### src/rtl/pgs_tsmac_gmii_rx_frame_parser_v1_0.sv
//------------------------------------------------------------------------------
// pgs_tsmac_gmii_rx_frame_parser_v1_0
// GMII RX parser: strips preamble/SFD and FCS, checks CRC-32/length/rx_er.
// Rev 1.0
//------------------------------------------------------------------------------
`timescale 1ns/1ps
`default_nettype none

module pgs_tsmac_gmii_rx_frame_parser_v1_0 #(
  parameter int MIN_FRAME = 64,
  parameter int MAX_FRAME = 1522
) (
  input  logic        rx_clk,
  input  logic        rx_rst,
  input  logic        rx_dv_gm,
  input  logic        rx_er_gm,
  input  logic [7:0]  rxd_gm,
  output logic        out_valid,
  output logic [7:0]  out_data,
  output logic        out_sof,
  output logic        out_eof,
  output logic        out_good,
  output logic        out_bad,
  output logic [13:0] frame_len,
  output logic        stat_ok,
  output logic        stat_crc_err,
  output logic        stat_len_err,
  output logic        stat_gmii_err
);

  localparam logic [7:0]  PRE_BYTE    = 8'h55;
  localparam logic [7:0]  SFD_BYTE    = 8'hD5;
  localparam logic [31:0] CRC_INIT    = 32'hFFFF_FFFF;
  localparam logic [31:0] CRC_POLY    = 32'hEDB8_8320;
  localparam logic [31:0] CRC_RESIDUE = 32'hDEBB_20E3;
  localparam logic [13:0] LEN_SAT     = 14'h3FFF;
  localparam logic [13:0] LEN_MIN     = 14'(MIN_FRAME);
  localparam logic [13:0] LEN_MAX     = 14'(MAX_FRAME);
  localparam logic [13:0] DL_DEPTH    = 14'd5;

  typedef enum logic [1:0] {
    S_IDLE     = 2'd0,
    S_PREAMBLE = 2'd1,
    S_DATA     = 2'd2,
    S_DROP     = 2'd3
  } state_t;

  function automatic logic [31:0] crc_byte(input logic [31:0] crc_in,
                                           input logic [7:0]  data);
    logic [31:0] c;
    c = crc_in;
    for (int i = 0; i < 8; i++) begin
      if (c[0] ^ data[i]) c = (c >> 1) ^ CRC_POLY;
      else                c = c >> 1;
    end
    return c;
  endfunction

  state_t          state, state_nxt;
  logic [31:0]     crc, crc_nxt;
  logic [13:0]     len, len_nxt;
  logic            gmii_err, gmii_err_nxt;
  // dl[0] is the oldest byte once the line has been filled
  logic [4:0][7:0] dl, dl_nxt;

  logic            valid_nxt, sof_nxt, eof_nxt, good_nxt, bad_nxt;
  logic [7:0]      data_nxt;
  logic [13:0]     flen_nxt;
  logic            ok_nxt, crc_err_nxt, len_err_nxt, gmii_err_pulse_nxt;
  logic            crc_bad, len_bad, frame_good;

  assign crc_bad    = (crc != CRC_RESIDUE);
  assign len_bad    = (len < LEN_MIN) || (len > LEN_MAX);
  assign frame_good = !(crc_bad || len_bad || gmii_err);

  always_comb begin
    state_nxt          = state;
    crc_nxt            = crc;
    len_nxt            = len;
    gmii_err_nxt       = gmii_err;
    dl_nxt             = dl;
    valid_nxt          = 1'b0;
    data_nxt           = 8'h00;
    sof_nxt            = 1'b0;
    eof_nxt            = 1'b0;
    good_nxt           = 1'b0;
    bad_nxt            = 1'b0;
    flen_nxt           = 14'd0;
    ok_nxt             = 1'b0;
    crc_err_nxt        = 1'b0;
    len_err_nxt        = 1'b0;
    gmii_err_pulse_nxt = 1'b0;

    case (state)
      S_IDLE, S_PREAMBLE: begin
        if (!rx_dv_gm) begin
          state_nxt = S_IDLE;
        end else if (rxd_gm == PRE_BYTE) begin
          state_nxt = S_PREAMBLE;
        end else if (rxd_gm == SFD_BYTE) begin
          state_nxt    = S_DATA;
          crc_nxt      = CRC_INIT;
          len_nxt      = 14'd0;
          gmii_err_nxt = 1'b0;
        end else begin
          state_nxt = S_DROP;
        end
      end

      S_DATA: begin
        if (rx_dv_gm) begin
          crc_nxt = crc_byte(crc, rxd_gm);
          len_nxt = (len == LEN_SAT) ? len : len + 14'd1;
          dl_nxt  = {rxd_gm, dl[4:1]};
          if (rx_er_gm) gmii_err_nxt = 1'b1;
          if (len >= DL_DEPTH) begin
            valid_nxt = 1'b1;
            data_nxt  = dl[0];
            sof_nxt   = (len == DL_DEPTH);
          end
        end else begin
          // First idle cycle closes the frame; the 4 FCS bytes left in the line are dropped
          state_nxt = S_IDLE;
          if (len >= DL_DEPTH) begin
            valid_nxt          = 1'b1;
            data_nxt           = dl[0];
            sof_nxt            = (len == DL_DEPTH);
            eof_nxt            = 1'b1;
            good_nxt           = frame_good;
            bad_nxt            = !frame_good;
            flen_nxt           = len;
            ok_nxt             = frame_good;
            crc_err_nxt        = crc_bad;
            len_err_nxt        = len_bad;
            gmii_err_pulse_nxt = gmii_err;
          end else begin
            len_err_nxt = 1'b1;
          end
        end
      end

      S_DROP: begin
        if (!rx_dv_gm) state_nxt = S_IDLE;
      end

      default: state_nxt = S_IDLE;
    endcase
  end

  always_ff @(posedge rx_clk or negedge rx_rst) begin
    if (!rx_rst) begin
      state <= S_IDLE;
    end else begin
      state <= state_nxt;
    end
  end

  always_ff @(posedge rx_clk or negedge rx_rst) begin
    if (!rx_rst) begin
      crc           <= CRC_INIT;
      len           <= 14'd0;
      gmii_err      <= 1'b0;
      dl            <= '0;
      out_valid     <= 1'b0;
      out_data      <= 8'h00;
      out_sof       <= 1'b0;
      out_eof       <= 1'b0;
      out_good      <= 1'b0;
      out_bad       <= 1'b0;
      frame_len     <= 14'd0;
      stat_ok       <= 1'b0;
      stat_crc_err  <= 1'b0;
      stat_len_err  <= 1'b0;
      stat_gmii_err <= 1'b0;
    end else begin
      crc           <= crc_nxt;
      len           <= len_nxt;
      gmii_err      <= gmii_err_nxt;
      dl            <= dl_nxt;
      out_valid     <= valid_nxt;
      out_data      <= data_nxt;
      out_sof       <= sof_nxt;
      out_eof       <= eof_nxt;
      out_good      <= good_nxt;
      out_bad       <= bad_nxt;
      frame_len     <= flen_nxt;
      stat_ok       <= ok_nxt;
      stat_crc_err  <= crc_err_nxt;
      stat_len_err  <= len_err_nxt;
      stat_gmii_err <= gmii_err_pulse_nxt;
    end
  end

endmodule

`default_nettype wire

### config.mk
export PLATFORM = sky130hd
export DESIGN_NAME = pgs_tsmac_gmii_rx_frame_parser_v1_0
export DESIGN_NICKNAME = d
export VERILOG_FILES = /design/src/rtl/pgs_tsmac_gmii_rx_frame_parser_v1_0.sv
export SDC_FILE = /design/constraint.sdc
export NUM_CORES = 1
export LEC_CHECK = 0
export ABC_CLOCK_PERIOD_IN_PS = 4050
export CAP_MARGIN = 25
export CORE_ASPECT_RATIO = 0.75
export CORE_MARGIN = 8
export CORE_UTILIZATION = 30
export CTS_BUF_LIST = sky130_fd_sc_hd__clkbuf_4 sky130_fd_sc_hd__clkbuf_8
export DETAILED_ROUTE_END_ITERATION = 10
export REMOVE_ABC_BUFFERS = 1
export SYNTH_ARGS = -nofsm -noshare
export SYNTH_HDL_FRONTEND = slang
export SYNTH_SLANG_ARGS = --single-unit
### constraint.sdc
create_clock -name rx_clk -period 4.05 [get_ports rx_clk]
set_input_delay 0.81 -clock rx_clk [delete_from_list [all_inputs] [get_ports rx_clk]]
set_output_delay 0.81 -clock rx_clk [all_outputs]
set_load 0.005 [all_outputs]
=== Word-level counts from Yosys, hierarchy flattened ===
Index checks and enable logic that the tools add are counted.

* Bits in latches: 0
* ROM bits: 0
* Flip-flop bits (word level): 119
* Output and inout bits: 31
* Word-level logic and storage cells: 136
* Memories kept: 0
* Input port bits: 12
* Memory bits (writable): 0

* Bitwise operators: 16
* Shifts and indexed selects: 0
* Reductions and logical operators: 12
* Equality and inequality tests: 15
* Muxes and demuxes: 70
* $mul: 0
* Magnitude comparators: 3
* Add/subtract/negate cells: 1
* Div/mod/pow operators: 0

{| class="wikitable"
|+ Operators by type and width
! cell !! count
|-
| $mux W32 || 26
|-
| $mux W14 || 8
|-
| $not A13 Y14 || 8
|-
| $pmux W32 S2 || 1
|-
| $ne A32 B32 Y1 const B || 1
|-
| $pmux W14 S2 || 1
|-
| $mux W1 || 27
|-
| $mux W8 || 2
|-
| $add A14 B1 Y14 const B || 1
|-
| $eq A14 B14 Y1 const B || 1
|-
| $eq A14 B3 Y1 const B || 1
|-
| $ge A14 B3 Y1 const B || 1
|-
| $gt A14 B11 Y1 const B || 1
|-
| $lt A14 B7 Y1 const B || 1
|-
| $ne A2 B2 Y1 const B || 7
|-
| $reduce_and A6 Y1 || 2
|-
| $eq A8 B7 Y1 const B || 1
|-
| $eq A8 B8 Y1 const B || 1
|-
| $xor A1 B1 Y1 || 8
|-
| $mux W2 || 3
|-
| $reduce_and A5 Y1 || 1
|-
| $eq A2 B2 Y1 const B || 2
|-
| $pmux W2 S2 || 1
|-
| $reduce_or A2 Y1 || 2
|-
| other kinds (7) || 9
|}

=== Logic depth before layout (Yosys ltp) ===
Gate-level depths: netlist of the first run.

* Depth in word-level cells: 32
* Mapped depth: 7
* Depth with buffers taken out: 6

=== Least setup slack after synthesis of the first run ===
Ideal clock, no wire load.

* Kind: input-to-reg
* Start: in rxd_gm[1]
* End: reg len[0]
* Stages: 4
* Path buffers: 0
* Setup time: 0.118 ns
* Data required time: 3.932 ns
* Path slack: 1.710 ns
* Arrival: 2.222 ns
* Cells stage by stage: or4b_1 -> o31a_1 -> or3b_4 -> a21o_1

* Word-level cells in the longest chain between the ends: 3
* Elaborated cells on any way between the ends: 5
* Those cells by class: 4 x eq/ne; 1 x reduce/logical

{| class="wikitable"
|+ RTL lines
! item !! line !! text
|-
| start, declared || 17 || <nowiki>input logic [7:0] rxd_gm,</nowiki>
|-
| $eq A8 B8 Y1 / $eq A8 B7 Y1 (equally long branches) || 100, 98 ||
|-
| $ne A2 B2 Y1 (no line) || - ||
|-
| $reduce_and A6 Y1 (no line) (*) || - ||
|-
| end signal, assigned || 177 || <nowiki>len <= len_nxt;</nowiki>
|-
| end, declared || 61 || <nowiki>logic [13:0] len, len_nxt;</nowiki>
|}

Mark *: on every way between the ends. The rest lies on a longest branch, timed or not.
A chain may end at the register's enable or synchronous reset.

=== Worst setup path in the final report of the first run ===
* Start: in rxd_gm[1]
* End: reg crc[20]

* Word-level cells in the longest chain between the ends: 26
* Elaborated cells on any way between the ends: 32
* Those cells by class: 4 x eq/ne; 21 x mux; 6 x bitwise; 1 x reduce/logical

{| class="wikitable"
|+ RTL lines
! item !! line !! text
|-
| $xor A1 B1 Y1 || 53 || <nowiki>if (c[0] ^ data[i]) c = (c >> 1) ^ CRC_POLY;</nowiki>
|-
| $mux W32 || 53 ||
|-
| $mux W32 || 111 || <nowiki>if (rx_dv_gm) begin</nowiki>
|-
| $mux W32 || 94 || <nowiki>case (state)</nowiki>
|-
| $mux W32 || 53 ||
|-
| $mux W32 || 111 ||
|-
| $mux W32 || 94 ||
|-
| $not A13 Y14 (no line) || - ||
|-
| [10 not listed] || - ||
|-
| $not A13 Y14 (no line) || - ||
|-
| $mux W32 || 53 ||
|-
| $mux W32 || 111 ||
|-
| $mux W32 || 94 ||
|-
| $not A13 Y14 (no line) || - ||
|-
| $mux W32 || 53 ||
|-
| $mux W32 || 111 ||
|-
| $pmux W32 S2 || 94 ||
|-
| end signal, assigned || 176 || <nowiki>crc <= crc_nxt;</nowiki>
|-
| end, declared || 60 || <nowiki>logic [31:0] crc, crc_nxt;</nowiki>
|}

Parallel ways exist; a longest one is shown, timed or not. The select of a mux whose other input is x is not followed.

==> summary by stage, run 1 <==
Outcome
The flow ran to the end, and the final reports show no timing, DRC or antenna violations.

Synth
The synthesized netlist contains 47 unique library cells. The post-synthesis register bit count is between 100 and 150. In the synthesized netlist the dominant register cell turns out to be sky130_fd_sc_hd__dfrtp_1. The Yosys step of the flow raised 0 warnings. The cell count after synthesis is 521.

The synthesized netlist occupies a cell area of approximately 5400 sq um. In this run the mean area of a mapped cell was 10.4 sq um. Yosys mapped a number of flops with a built-in enable equal to 0. Sequential elements use approximately 56% of the synthesized area.

After synthesis, the share of flip-flops with an asynchronous set or reset is 100%.

Timing
On the final layout, the worst hold slack is around 0.46 ns. The upper clock frequency limit is 390 MHz. Setup violations remaining at the end of the flow were counted as 0. Of the available clock period, the critical path in the final layout requires 63.3%. The clock tree skew after final layout is 0.0136 ns. Headroom to the max-slew limit came out at ~41%. Setup repair after global routing left no endpoint under its margin.

The final critical path time including I/O delays and setup is approximately 2.6 ns. The number of max-slew violations in the final report came to 0. For the pin with the worst max-slew slack, the measured transition is roughly 0.88 ns.

The final total negative setup slack is 0 ns. The number of hold-slack violations in the final timing report was 0.

Floorplan
The height of the chip is 132 um. The number of placement rows is 42. The number of top-level design ports is 43. From left edge to right edge, the die measures roughly 170 um.

The starting utilization of the core area is between 30% and 40%. The floorplan step defined a die boundary enclosing between 20000 and 25000 sq um. The core box area is approximately 18000 sq um.

Power and ir drop
The power density normalized to cell area is around 730 nW/um^2. The analysis attributes to cell leakage a power of between 0.002 and 0.003 uW. The worst-case IR drop observed on VDD is approximately 0.27 mV.

Routing
The total wire length after detailed routing is about 11000 um. Using the TritonRoute via totals, the vias-per-cell ratio works out to ~4.5. The count of routing violations after the opening detailed-route iteration is between 200 and 250.

The first detailed-routing pass took 5 iterations. After detailed routing, the number of remaining DRC violations is 0. After detailed routing, the average wire length per cell comes to 13.8 um. The routed layout has approximately 3700 vias. Once detail routing completed, the nets flagged for antenna violations numbered 0.

Critical path
The data required time at the worst endpoint is ~4.4 ns. Of all nets on the critical path, the largest fanout is 31. The worst setup path is of the input port to flip-flop kind. The critical path data arrival time is 2.91 ns. The worst setup path is captured at a flip-flop. The category of the worst setup path launch point is an input port.

Place
Routability-driven placement finished with a final weighted congestion of between 0.8 and 0.9. The detailed placement HPWL is between 7000 and 8000 um. The placed instances occupy a cell area of slightly above 6000 sq um. Port buffering added 42 buffers. Including well taps, the total number of placed cells is 786.

CTS
After clock tree synthesis, the clock-pin slew on the worst setup and hold paths is roughly 0.070 ns. The cell sitting at the root of the clock tree is a sky130_fd_sc_hd__clkbuf_8. The number of resized instances in the post-cts repair step is 0. The number of buffers inserted during clock tree synthesis is 17. The H-tree was split into 4 levels. At the later pin of the worst-skew pair, clock insertion delay measures roughly 0.43 ns. Hold repair after CTS inserted 0 buffers. The total setup buffers inserted after CTS is 0. Clock tree synthesis found a total of around 120 sinks.

The TritonCTS clock tree is yes. The number of buffers on the longest clock path is 2.

Finish
The final design instance area without fill is ~6500 sq um. 0 antenna diodes ended up in the layout. The layout overhead on the synthesized area is 19.6%.

In the final layout, the share of cells above drive strength 1 is around 15%. The count of cells in the finished layout, fillers not included, comes to 816. In the final design database the tool counted just under 600 nets.

Global routing
The first-pass GRT wire length is 19100 um. The initial antenna violation count is 0. The sum of overflow across all layers after global routing is 0. Global routing consumed, over all layers together, between 10% and 20% of the routing resources. The maximum number of pins on one net before global-route repair is between 100 and 150.

The via count of the first global-routing pass is around 3700.

Worst hold path
The path class of the tightest hold or removal check is flip-flop to flip-flop.

Job
Across the run, the number of max-cap violations was 0.
## flip-flops by register name, summed over array words and instances, names as in the netlist
signal,count
gmii_err,1
crc,32
state,2
stat_ok,1
out_bad,1
out_valid,1
out_eof,1
out_sof,1
frame_len,14
stat_len_err,1
dl,40
stat_crc_err,1
len,14
stat_gmii_err,1
out_data,8
## report_power, final
group,switching (uW),internal (uW)
Clock,478,573
Combinational,960,897
Sequential,235,1580
Total,1670,3050
## logic make-up (layout without fill, tap and decap cells)
kind of cell / count (synthesis) / after routing / synth area share [%]
simple gates: 246 / 246 / 21.8
flops: 119 / 119 / 55.8
xor+xnor: 79 / 79 / 13.9
compound gates: 46 / 46 / 5.64
buf+inv: 28 / 81 / 2.24
fa+ha+maj: 3 / 3 / 0.694
## synthesized netlist by cell type, drive strengths merged, types with 3 or more instances
master | number | area share (%)
and2 | 23 | 2.7
nor4 | 7 | 0.92
dfstp | 32 | 16
o21ai | 5 | 0.46
ha | 3 | 0.69
inv | 3 | 0.21
or4b | 3 | 0.55
or3 | 3 | 0.35
and4 | 4 | 0.65
dfrtp | 87 | 40
nand4b | 5 | 0.81
a21oi | 18 | 1.7
xor2 | 15 | 2.7
clkbuf | 17 | 1.2
nor3 | 15 | 1.6
xnor2 | 64 | 11
nor2 | 33 | 2.3
a31oi | 3 | 0.35
buf | 8 | 0.86
nand3 | 4 | 0.37
nand4 | 6 | 0.69
nand2b | 3 | 0.35
o22a | 12 | 1.9
nand2 | 130 | 9.0
## critical path: stages
cell	delay (ns)
sky130_fd_sc_hd__clkdlybuf4s50_1	0.51
sky130_fd_sc_hd__or4b_1	0.59
sky130_fd_sc_hd__o31a_1	0.33
sky130_fd_sc_hd__nor2b_2	0.12
sky130_fd_sc_hd__buf_4	0.32
sky130_fd_sc_hd__nor2_1	0.07
sky130_fd_sc_hd__a21oi_1	0.15
## per-stage QoR
stage	total power (uW)	worst slack [ns]	util (%)
floorplan	3260	1.32	-
global placement	3650	1.07	34.4
detailed placement	3670	1.03	34.4
CTS	4750	1.50	36.6
global route	5040	1.42	36.6
finish	4720	1.48	36.6
## layout make-up
| class | count | area (sq um) |
|---|---|---|
| Timing Repair Buffer | 48 | 475 |
| Fill cell | 1788 | 11200 |
| Sequential cell | 119 | 3020 |
| Clock buffer | 19 | 262 |
| Tap cell | 242 | 303 |
| Multi-Input combinational cell | 374 | 2270 |
| Inverter | 3 | 11.3 |
| Clock inverter | 11 | 128 |
## metal layers
layer,vias to the layer above,wire (um),GRT usage (%)
met5,-,0,0
li1,1784,-,-
met1,1809,5420,14.0
met4,0,103,3.23
met3,7,605,3.92
met2,70,5140,15.6
## worst paths after layout
| kind | start | endpoint | slack, ns | depth (start not counted) |
|---|---|---|---|---|
| max | rxd_gm[1] | crc[20] | 1.48 | 7 |
| min | dl[11] | dl[3] | 0.46 | 2 |
| max reg2reg | len[0] | len[2] | 1.69 | 7 |
| min reg2reg | dl[11] | dl[3] | 0.46 | 2 |
| max in group asynchronous | rx_rst | dl[19] | 3.12 | 2 |
| min in group asynchronous | rx_rst | frame_len[10] | 0.47 | 2 |
## layout by cell type (no fill, tap or decap), types with 3 or more instances in the layout
cell                              instances
sky130_fd_sc_hd__o21ai_0                  4
sky130_fd_sc_hd__xnor2_2                  6
sky130_fd_sc_hd__nand2b_1                 3
sky130_fd_sc_hd__nand3_1                  4
sky130_fd_sc_hd__nand2_1                130
sky130_fd_sc_hd__xnor2_1                 58
sky130_fd_sc_hd__nand4_1                  6
sky130_fd_sc_hd__clkinvlp_4               3
sky130_fd_sc_hd__and2_1                  23
sky130_fd_sc_hd__ha_1                     3
sky130_fd_sc_hd__a21oi_1                 18
sky130_fd_sc_hd__nor4_1                   6
sky130_fd_sc_hd__nor3_1                  13
sky130_fd_sc_hd__nand4b_1                 5
sky130_fd_sc_hd__clkinv_4                 4
sky130_fd_sc_hd__clkbuf_8                19
sky130_fd_sc_hd__clkdlybuf4s50_1         41
sky130_fd_sc_hd__dfrtp_1                 87
sky130_fd_sc_hd__a31oi_1                  3
sky130_fd_sc_hd__dfstp_2                 32
sky130_fd_sc_hd__o22a_1                  12
sky130_fd_sc_hd__buf_4                    6
sky130_fd_sc_hd__and4_1                   4
sky130_fd_sc_hd__inv_1                    3
sky130_fd_sc_hd__or3_1                    3
sky130_fd_sc_hd__nor2_1                  33
sky130_fd_sc_hd__xor2_1                  13
No activity file was read; power rests on OpenSTA's default activity.
==> run 2: changes to the inputs <==
- ABC_CLOCK_PERIOD_IN_PS: 4050 -> 2050
- clock period: 4.05 -> 2.05 ns (I/O delays scaled with it)
==> summary by stage, run 2 (synthesized netlist as in run 1, its figures left out) <==
Critical path
The critical path data arrival time is around 2.3 ns. The cell family contributing the most delay on the critical path is simple AND/OR/NAND/NOR gates. The delay of the slowest cell on the worst path is ~0.57 ns. Walking the worst path, the cells encountered are or4b_4 -> o31a_1 -> or3b_4 -> a21o_1. The worst path buffer plus inverter count is 0. In this run the worst path has a maximum fanout of 5. The worst setup path is launched from a flip-flop.

STA classifies the critical path endpoint as a flip-flop. The data required time at the worst endpoint is 2.38 ns. The critical-path cell with the highest stage delay is sky130_fd_sc_hd__or4b_4.

The kind of critical path is flip-flop to flip-flop.

Timing
The final cycle utilization of the critical path is 97.5%. Hold timing on the final database bottoms out at a slack of around 0.00086 ns. The final-report setup violation count is 0. Setup repair after global routing could not meet its margin everywhere. At the pin with the least slew margin, the transition time is 0.664 ns.

The clock tree skew after final layout is 0.0132 ns. The number of hold-slack violations in the final timing report is 0. The number of max-slew violations in the final report is 0.

Static timing analysis puts the maximum clock frequency at 500 MHz. The clock period could shrink to approximately 2.0 ns. The worst slew slack as a fraction of its limit is a little under three fifths.

CTS
The number of buffers inserted during clock tree synthesis is 17. The clock net in this run drives a total of about 120 sinks. After clock tree synthesis, the clock-pin slew on the worst setup and hold paths is around 0.07 ns. The TritonCTS clock tree is yes. No sink is reached through more buffers than the 2 on the longest clock path. The cell at the root of the clock tree is sky130_fd_sc_hd__clkbuf_8.

The H-tree was split into 4 levels. The clock insertion delay at the later pin of the skew report is 0.43 ns.

Routing
Dividing the detail-routed wire length by the instance count gives 13.7 um. The routed via count is 3864. The number of search-and-repair iterations in the first detailed-routing pass is 4. The detail route stage leaves a number of antenna-violating nets equal to 0. The count of routing violations after the opening detailed-route iteration is 290. For this block, the routed nets add up to 11900 um of wire. The remaining routing DRC violations is 0. The average vias per placed instance is 4.44.

Job
Across the run, the number of max-cap violations was 0.

Global routing
The first global-routing pass estimated slightly above 20000 um of wire. The via count of the first global-routing pass is ~3900. In the global route stage, overall resource usage came out at 11.2%.

Global routing finished with a remaining overflow of 0. The maximum number of pins on one net before global-route repair is 58. The initial antenna violation count is 0.

Finish
The register with the most flip-flops in the layout has 40 of them. For this run, the number of standard cells in the final layout without fillers is between 800 and 900. The ratio of cells with drive above 1 in the final layout is between 20% and 30%. The most common cell after layout, fill and taps aside is sky130_fd_sc_hd__nand2_1. The number of diodes is 0. dl holds more flip-flops than any other register. At the end of the flow, the number of nets in the layout was around 630.

The final design instance area without fill is 7000 sq um. The library cells used most frequently in the layout, excluding fill and tap cells, are sky130_fd_sc_hd__nand2_1, sky130_fd_sc_hd__dfrtp_1, sky130_fd_sc_hd__xnor2_1, sky130_fd_sc_hd__buf_4, sky130_fd_sc_hd__clkdlybuf4s50_1. The largest registers in the layout are dl x40, crc x32.

The area growth from synthesis to layout is 29.4%. The filler cell count is approximately 1800.

Floorplan
After floorplanning, the core was sized to cover around 18000 sq um. The area of the die is 22600 sq um. The initialized floorplan defines 42 standard-cell rows.

Once the floorplan was initialized, standard cells occupied between 30% and 40% of the core. The die is roughly 130 um tall. For this design the top-level I/O count stands at 43. The width of the die is 171 um.

Place
The routability-driven placement congestion ratio is 0.839. The placed instances occupy a cell area of about 6500 sq um. The instance count after placement with tap cells included is 837.

The number of input and output port buffers inserted is 42. The detailed placement HPWL is ~8300 um.

Worst hold path
The path class of the tightest hold or removal check is input port to async pin.

Power and ir drop
The power density normalized to cell area is between 1000 and 1500 nW/um^2. Summed over all cells, the static leakage comes to between 0.003 and 0.004 uW. Across the VDD grid, the largest voltage drop is 0.601 mV.

Outcome
The flow ran to the end, and the final reports show no timing, DRC or antenna violations.
[run 2: cell count changes in the layout (fill, tap and decap cells not counted), sizes merged]
cell      delta
buf         +53
bufinv       +3
clkinv       -2
clkinvlp     -1
inv          +1
[run 2: what timing repair did]
action,CTS,global route
pin swaps,1,0
resized for setup,3,4
buffers inserted,0,2
hold buffers,0,0
setup endpoints to repair,25,18
[run 2: final cells by class]
type	count	area, sq um	share of cell area (%)
flip-flops and latches	119	3020	43.1
multi-input cells	374	2310	33.0
repair buffers	101	911	13.0
well taps	242	303	4.32
clock buffers	19	249	3.55
clock inverters	12	201	2.88
inverters	3	11.3	0.161
[run 2: through the flow]
stage	util [%]	worst slack, ns	power (uW)	TNS [ns]
floorplan	-	-0.356	6450	-8.51
global placement	36.8	-0.403	7990	-13.83
detailed placement	36.8	-0.429	8040	-16.28
CTS	39.4	0.0274	10600	0
global route	39.7	-0.00373	11200	-0.00373
finish	39.7	0.0504	10400	0
[run 2: final timing paths]
check	from	to	slack, ns	cells past startpoint
worst max-delay path	state[1]	len[0]	0.05	4
worst min-delay path	rx_rst	frame_len[4]	0.0009	1
worst max register to register	state[1]	len[0]	0.05	4
worst min register to register	dl[15]	dl[7]	0.46	2
max in group asynchronous	rx_rst	crc[2]	1.38	2
min in group rx_clk	dl[15]	dl[7]	0.46	2
[run 2: layer usage]
layer	GRT usage [%]	wire, um
met1	15.3	5820
met4	3.81	82
met3	3.74	599
met2	16.2	5400
met5	0	0
[run 2: report_power, final]
part | internal [uW] | leakage [uW] | total, uW | switching (uW)
combinational | 2390 | 0.00138 | 4470 | 2080
clock | 1470 | 0.000223 | 2430 | 957
sequential | 3120 | 0.00149 | 3550 | 428
total | 6980 | 0.00309 | 10400 | 3470
==> RTL edit 1, RTL diff (flow settings as in run 2) <==
Register the output `stat_gmii_err` once more, without a reset; this adds one clock of latency there. The other outputs are not delayed to match.
--- a/src/rtl/pgs_tsmac_gmii_rx_frame_parser_v1_0.sv
+++ b/src/rtl/pgs_tsmac_gmii_rx_frame_parser_v1_0.sv
@@ -44,6 +44,8 @@
     S_DATA     = 2'd2,
     S_DROP     = 2'd3
   } state_t;
+
+  logic stat_gmii_err_s0;
 
   function automatic logic [31:0] crc_byte(input logic [31:0] crc_in,
                                            input logic [7:0]  data);
@@ -171,7 +173,7 @@
       stat_ok       <= 1'b0;
       stat_crc_err  <= 1'b0;
       stat_len_err  <= 1'b0;
-      stat_gmii_err <= 1'b0;
+      stat_gmii_err_s0 <= 1'b0;
     end else begin
       crc           <= crc_nxt;
       len           <= len_nxt;
@@ -187,10 +189,14 @@
       stat_ok       <= ok_nxt;
       stat_crc_err  <= crc_err_nxt;
       stat_len_err  <= len_err_nxt;
-      stat_gmii_err <= gmii_err_pulse_nxt;
+      stat_gmii_err_s0 <= gmii_err_pulse_nxt;
     end
   end
 
+  always_ff @(posedge rx_clk) begin
+    stat_gmii_err <= stat_gmii_err_s0;
+  end
+
 endmodule
 
 `default_nettype wire
Check against the original RTL: not equivalent (Yosys sat finds a counterexample within 10 cycles, from zero or initial values and one cycle with rx_rst low).
==> RTL edit 1 against run 2 <==
Via count up 1.3%. Fmax up 0.60%. Area after synthesis up 0.37%. Worst setup slack better by 0.012 ns. Power down 0.46%. Global-route usage up 0.12 points. Non-clock buffer count up 2. Worst hold slack better by 0.34 ns. Sequential cell count up 1. Register-to-register slack better by 0.02 ns. Cell area up 1.3%. Wire length up 3.4%. Largest cell class unchanged.
==> RTL edit 1: results (changes against run 2) <==
[run_status]
status = finished, final reports clean  ; unchanged

[routing]
met3_length_um = 644  ; was 599 um
wl_mm = 12.3  ; was 11.9 mm
drt_iter0_drc = 225  ; was 290
wl_met2_mm = 5.57  ; was 5.40 mm
wl_met1_mm = 5.98  ; was 5.82 mm

[timing]
min_period_ns = 1.99  ; was 2.00 ns
fin_skew_ns = 0.00962  ; was 0.0132 ns
worst_pin_slew_ns = 0.566  ; was 0.664 ns

[pwr]
peakVddDrop_mv = 0.600  ; was 0.601 mV
power_density_mw_per_mm2 = 1470  ; was 1490 mW/mm^2
leakage_uw = 0.00314  ; was 0.00309 uW

[global_routing]
grtUsageMet3 = 0.0380  ; was 0.0374
grtUsageMet2 = 0.172  ; was 0.162
grt_pass1_vias = 3981  ; was 3,881
grt_pass1_wl_mm = 20.4  ; was 20.2 mm

[final_layout]
fillCellCount = 1732  ; was 1,753
final_cells = 875  ; was 870
final-clk-cell-share = 0.0631  ; was 0.0643
final_nets = 635  ; was 631

[synthesis]
synth-seq-area-share = 0.559  ; was 0.558
synth.distinct_cells = 48  ; was 47
ys_async_sr_fraction = 0.992  ; was 1.00
ys_seq_elements = 120  ; was 119
synthTopCellsByArea = dfrtp_1, dfstp_2, xnor2_1, nand2_1, and2_1  ; unchanged

[placed_design]
postPlaceCellArea_sq_mm = 0.00656  ; was 0.00650 sq mm
dp_hpwl_mm = 8.49  ; was 8.30 mm

[setup_path]
arrival_ns = 2.36  ; was 2.33 ns
slowest_stage = xnor2_1  ; was or4b_4

[clocking]
cts_hold_buf = 1  ; was 0
cts.repair.resized = 4  ; was 3

-- RTL edit 1: cell count changes after synthesis --
cell,delta
dfxtp_1,+1
-- RTL edit 1: cells by family (layout without fill, tap and decap cells) --
family          count (synthesis)  count (layout)  synth area share
fa+ha+maj                       3               3           0.00691
flops                         120             120             0.559
xor+xnor                       79              79             0.138
simple gates                  246             247             0.217
buf+inv                        28             138            0.0223
compound gates                 46              46            0.0562
-- RTL edit 1: worst paths after layout --
| path | start | to | cells after the start |
|---|---|---|---|
| max | rxd_gm[1] | crc[27] | 7 |
| min | stat_gmii_err_s0 | stat_gmii_err | 0 |
| max reg2reg | len[7] | frame_len[2] | 6 |
| min reg2reg | stat_gmii_err_s0 | stat_gmii_err | 0 |
| max in group asynchronous | rx_rst | crc[21] | 3 |
| min in group asynchronous | rx_rst | dl[27] | 2 |
-- RTL edit 1: power by group --
part | switching, uW | internal [uW] | total [uW]
Sequential | 443 | 3140 | 3580
Combinational | 2110 | 2320 | 4430
Clock | 1030 | 1360 | 2390
==> RTL edit 2, RTL diff (config.mk and constraints of run 2) <==
Without the edit above. Set the parameter `MAX_FRAME` to 1024 (it was 1522).
--- a/src/rtl/pgs_tsmac_gmii_rx_frame_parser_v1_0.sv
+++ b/src/rtl/pgs_tsmac_gmii_rx_frame_parser_v1_0.sv
@@ -8,7 +8,7 @@
 
 module pgs_tsmac_gmii_rx_frame_parser_v1_0 #(
   parameter int MIN_FRAME = 64,
-  parameter int MAX_FRAME = 1522
+  parameter int MAX_FRAME = 1024
 ) (
   input  logic        rx_clk,
   input  logic        rx_rst,
Function: same outputs for any inputs over 4 cycles, from zero or initial values and one cycle with rx_rst low; that may be too few to reach the edited logic, so the function may still have changed.
==> RTL edit 2 against run 2 <==
Cell area is 2.4% higher. Power is 3.7% higher. Worst hold slack better by 0.46 ns. Worst setup slack better by 0.099 ns. Clock skew is 0.0021 ns higher. Sequential cell count stayed put. Wire length is 9.8% higher. Clock power is 18% lower. Combinational power is 15% higher. Area after synthesis is 2.4% higher. Largest power group unchanged.
==> RTL edit 2: results (changes against run 2) <==
[run_status]
status = finished, final reports clean  ; unchanged

[final_layout]
layout-drive-gt1-share = 0.249  ; was 0.229
fillCellCount = 1802  ; was 1,753
final_nets = 658  ; was 631
antenna_cells = 0  ; unchanged
reg.largest.list = dl x40, crc x32  ; unchanged

[global_routing]
grt_max_degree = 42  ; was 58
grt_pass1_vias = 4088  ; was 3,881
antenna_found_initial = 0  ; unchanged
grt_pass1_wl_mm = 22.1  ; was 20.2 mm
grt_use_total = 0.119  ; was 0.112

[synthesis]
synth.top_cell.area_share = 0.393  ; was 0.402
synthTopCellsByCount = nand2_1, dfrtp_1, xnor2_1, dfstp_2, nor2_1  ; was nand2_1, dfrtp_1, xnor2_1, nor2_1, dfstp_2
ys_async_sr_fraction = 1.00  ; unchanged
syn_avg_cell_area_sq_um = 10.3  ; was 10.4 sq um
synth-seq-area-share = 0.544  ; was 0.558
synthTopCellsByArea = dfrtp_1, dfstp_2, nand2_1, xnor2_1, xor2_1  ; was dfrtp_1, dfstp_2, xnor2_1, nand2_1, and2_1
yosysWarnings = 0  ; unchanged
synth.distinct_cells = 50  ; was 47

[clocking]
postCtsSetupBuffers = 0  ; unchanged
cts-root-buf = clkbuf_8  ; unchanged
cts_made_buffers = 17  ; unchanged
cts-htree-levels = 4  ; unchanged
cts_buffer_depth = 2  ; unchanged
clk_latency_ns = 0.44
path_clk_slew_ns = 0.07  ; about the same

[routing]
drtPass1Iterations = 5  ; was 4
viasPerCell = 4.59  ; was 4.44
drt_iter0_drc = 332  ; was 290
wl_mm = 13.1  ; was 11.9 mm
routedWlPerCell_um = 14.5  ; was 13.7 um

[placed_design]
place.port_buffers = 42  ; unchanged
post-place-ws_ns = -0.341  ; was -0.429 ns
placed_cells = 869  ; was 837
gp_congestion = 0.886  ; was 0.839
dp_hpwl_mm = 9.32  ; was 8.30 mm

[worst_hold_path]
hp-class = flip-flop to flip-flop  ; was input port to async pin
worst_hold_startpoint = dl[37]

[timing]
fin_skew_ns = 0.0152  ; was 0.0132 ns
relSlewSlack = 0.559  ; was 0.557
finalSetupViolCount = 0  ; unchanged

[setup_path]
startpoint = rxd_gm[3]  ; was state[1]
crit_path_max_fanout = 29  ; was 5
reg2reg_from = state[0]  ; was state[1]
arrival_ns = 2.25  ; was 2.33 ns

[pwr]
leakage_uw = 0.00320  ; was 0.00309 uW
peakVddDrop_mv = 0.645  ; was 0.601 mV
p_int_uw = 7010  ; was 6980 uW

[RTL edit 2: layout make-up]
type                            instances  area share
Inverter                               10     0.00523
Sequential cell                       119       0.421
Multi-Input combinational cell        383       0.342
Clock buffer                           23      0.0415
Tap cell                              247      0.0431
Timing Repair Buffer                  111       0.137
Clock inverter                          9      0.0108
[RTL edit 2: worst max-delay path, cell delays in order]
cell and delay, ns:
clkdlybuf4s50_1 0.42, nand4bb_1 0.36, buf_4 0.25, o31ai_4 0.31, buf_6 0.29, nor2_1 0.06
a21oi_1 0.13
[RTL edit 2: what timing repair did]
action                                  in CTS  in global routing
endpoints found under the setup margin       1                 19
hold endpoints to repair                    26                  0
resized for setup                            1                 11
pin swaps                                    0                  1
hold buffers                                 1                  0
[RTL edit 2: final timing paths]
path	to	slack (ns)	cells after the start
max in group asynchronous	crc[20]	0.89	3
worst min register to register	dl[29]	0.46	2
worst min-delay path	dl[29]	0.46	2
worst max register to register	len[10]	0.16	6
worst max-delay path	crc[25]	0.15	7
min in group asynchronous	len[8]	0.47	2
[RTL edit 2: per-stage QoR]
| step | total power [uW] | instance area [sq um] |
|---|---|---|
| floorplan | 7010 | 5440 |
| global placement | 8750 | 6730 |
| detailed placement | 8810 | 6730 |
| CTS | 10900 | 7120 |
| global route | 11600 | 7170 |
| finish | 10800 | 7170 |
[RTL edit 2: layer usage]
| layer | vias up | share of wire | track usage |
|---|---|---|---|
| met1 | 1994 | 0.50 | 0.170 |
| met2 | 115 | 0.43 | 0.167 |
| met5 | - | 0 | 0 |
| li1 | 2010 | - | - |
| met4 | 0 | 0.011 | 0.0320 |
| met3 | 20 | 0.060 | 0.0413 |
[RTL edit 2: power groups by stage]
stage | sequential (uW) | clock, uW | combinational, uW
floorplan | 3600 | 0 | 3410
global placement | 3710 | 0 | 5040
detailed placement | 3730 | 0 | 5070
CTS | 3700 | 2050 | 5120
global route | 3800 | 2170 | 5580
finish | 3710 | 2000 | 5130
[RTL edit 2: cells by family after synthesis]
kind of cell,Yosys count,share of synthesized area
xor gates and xnor gates,71,0.143
and+or+nand+nor,236,0.194
DFF,119,0.544
adders and majority gates,4,0.00903
buffers and inverters,35,0.0248
AOI/OAI and AO/OA,72,0.0847
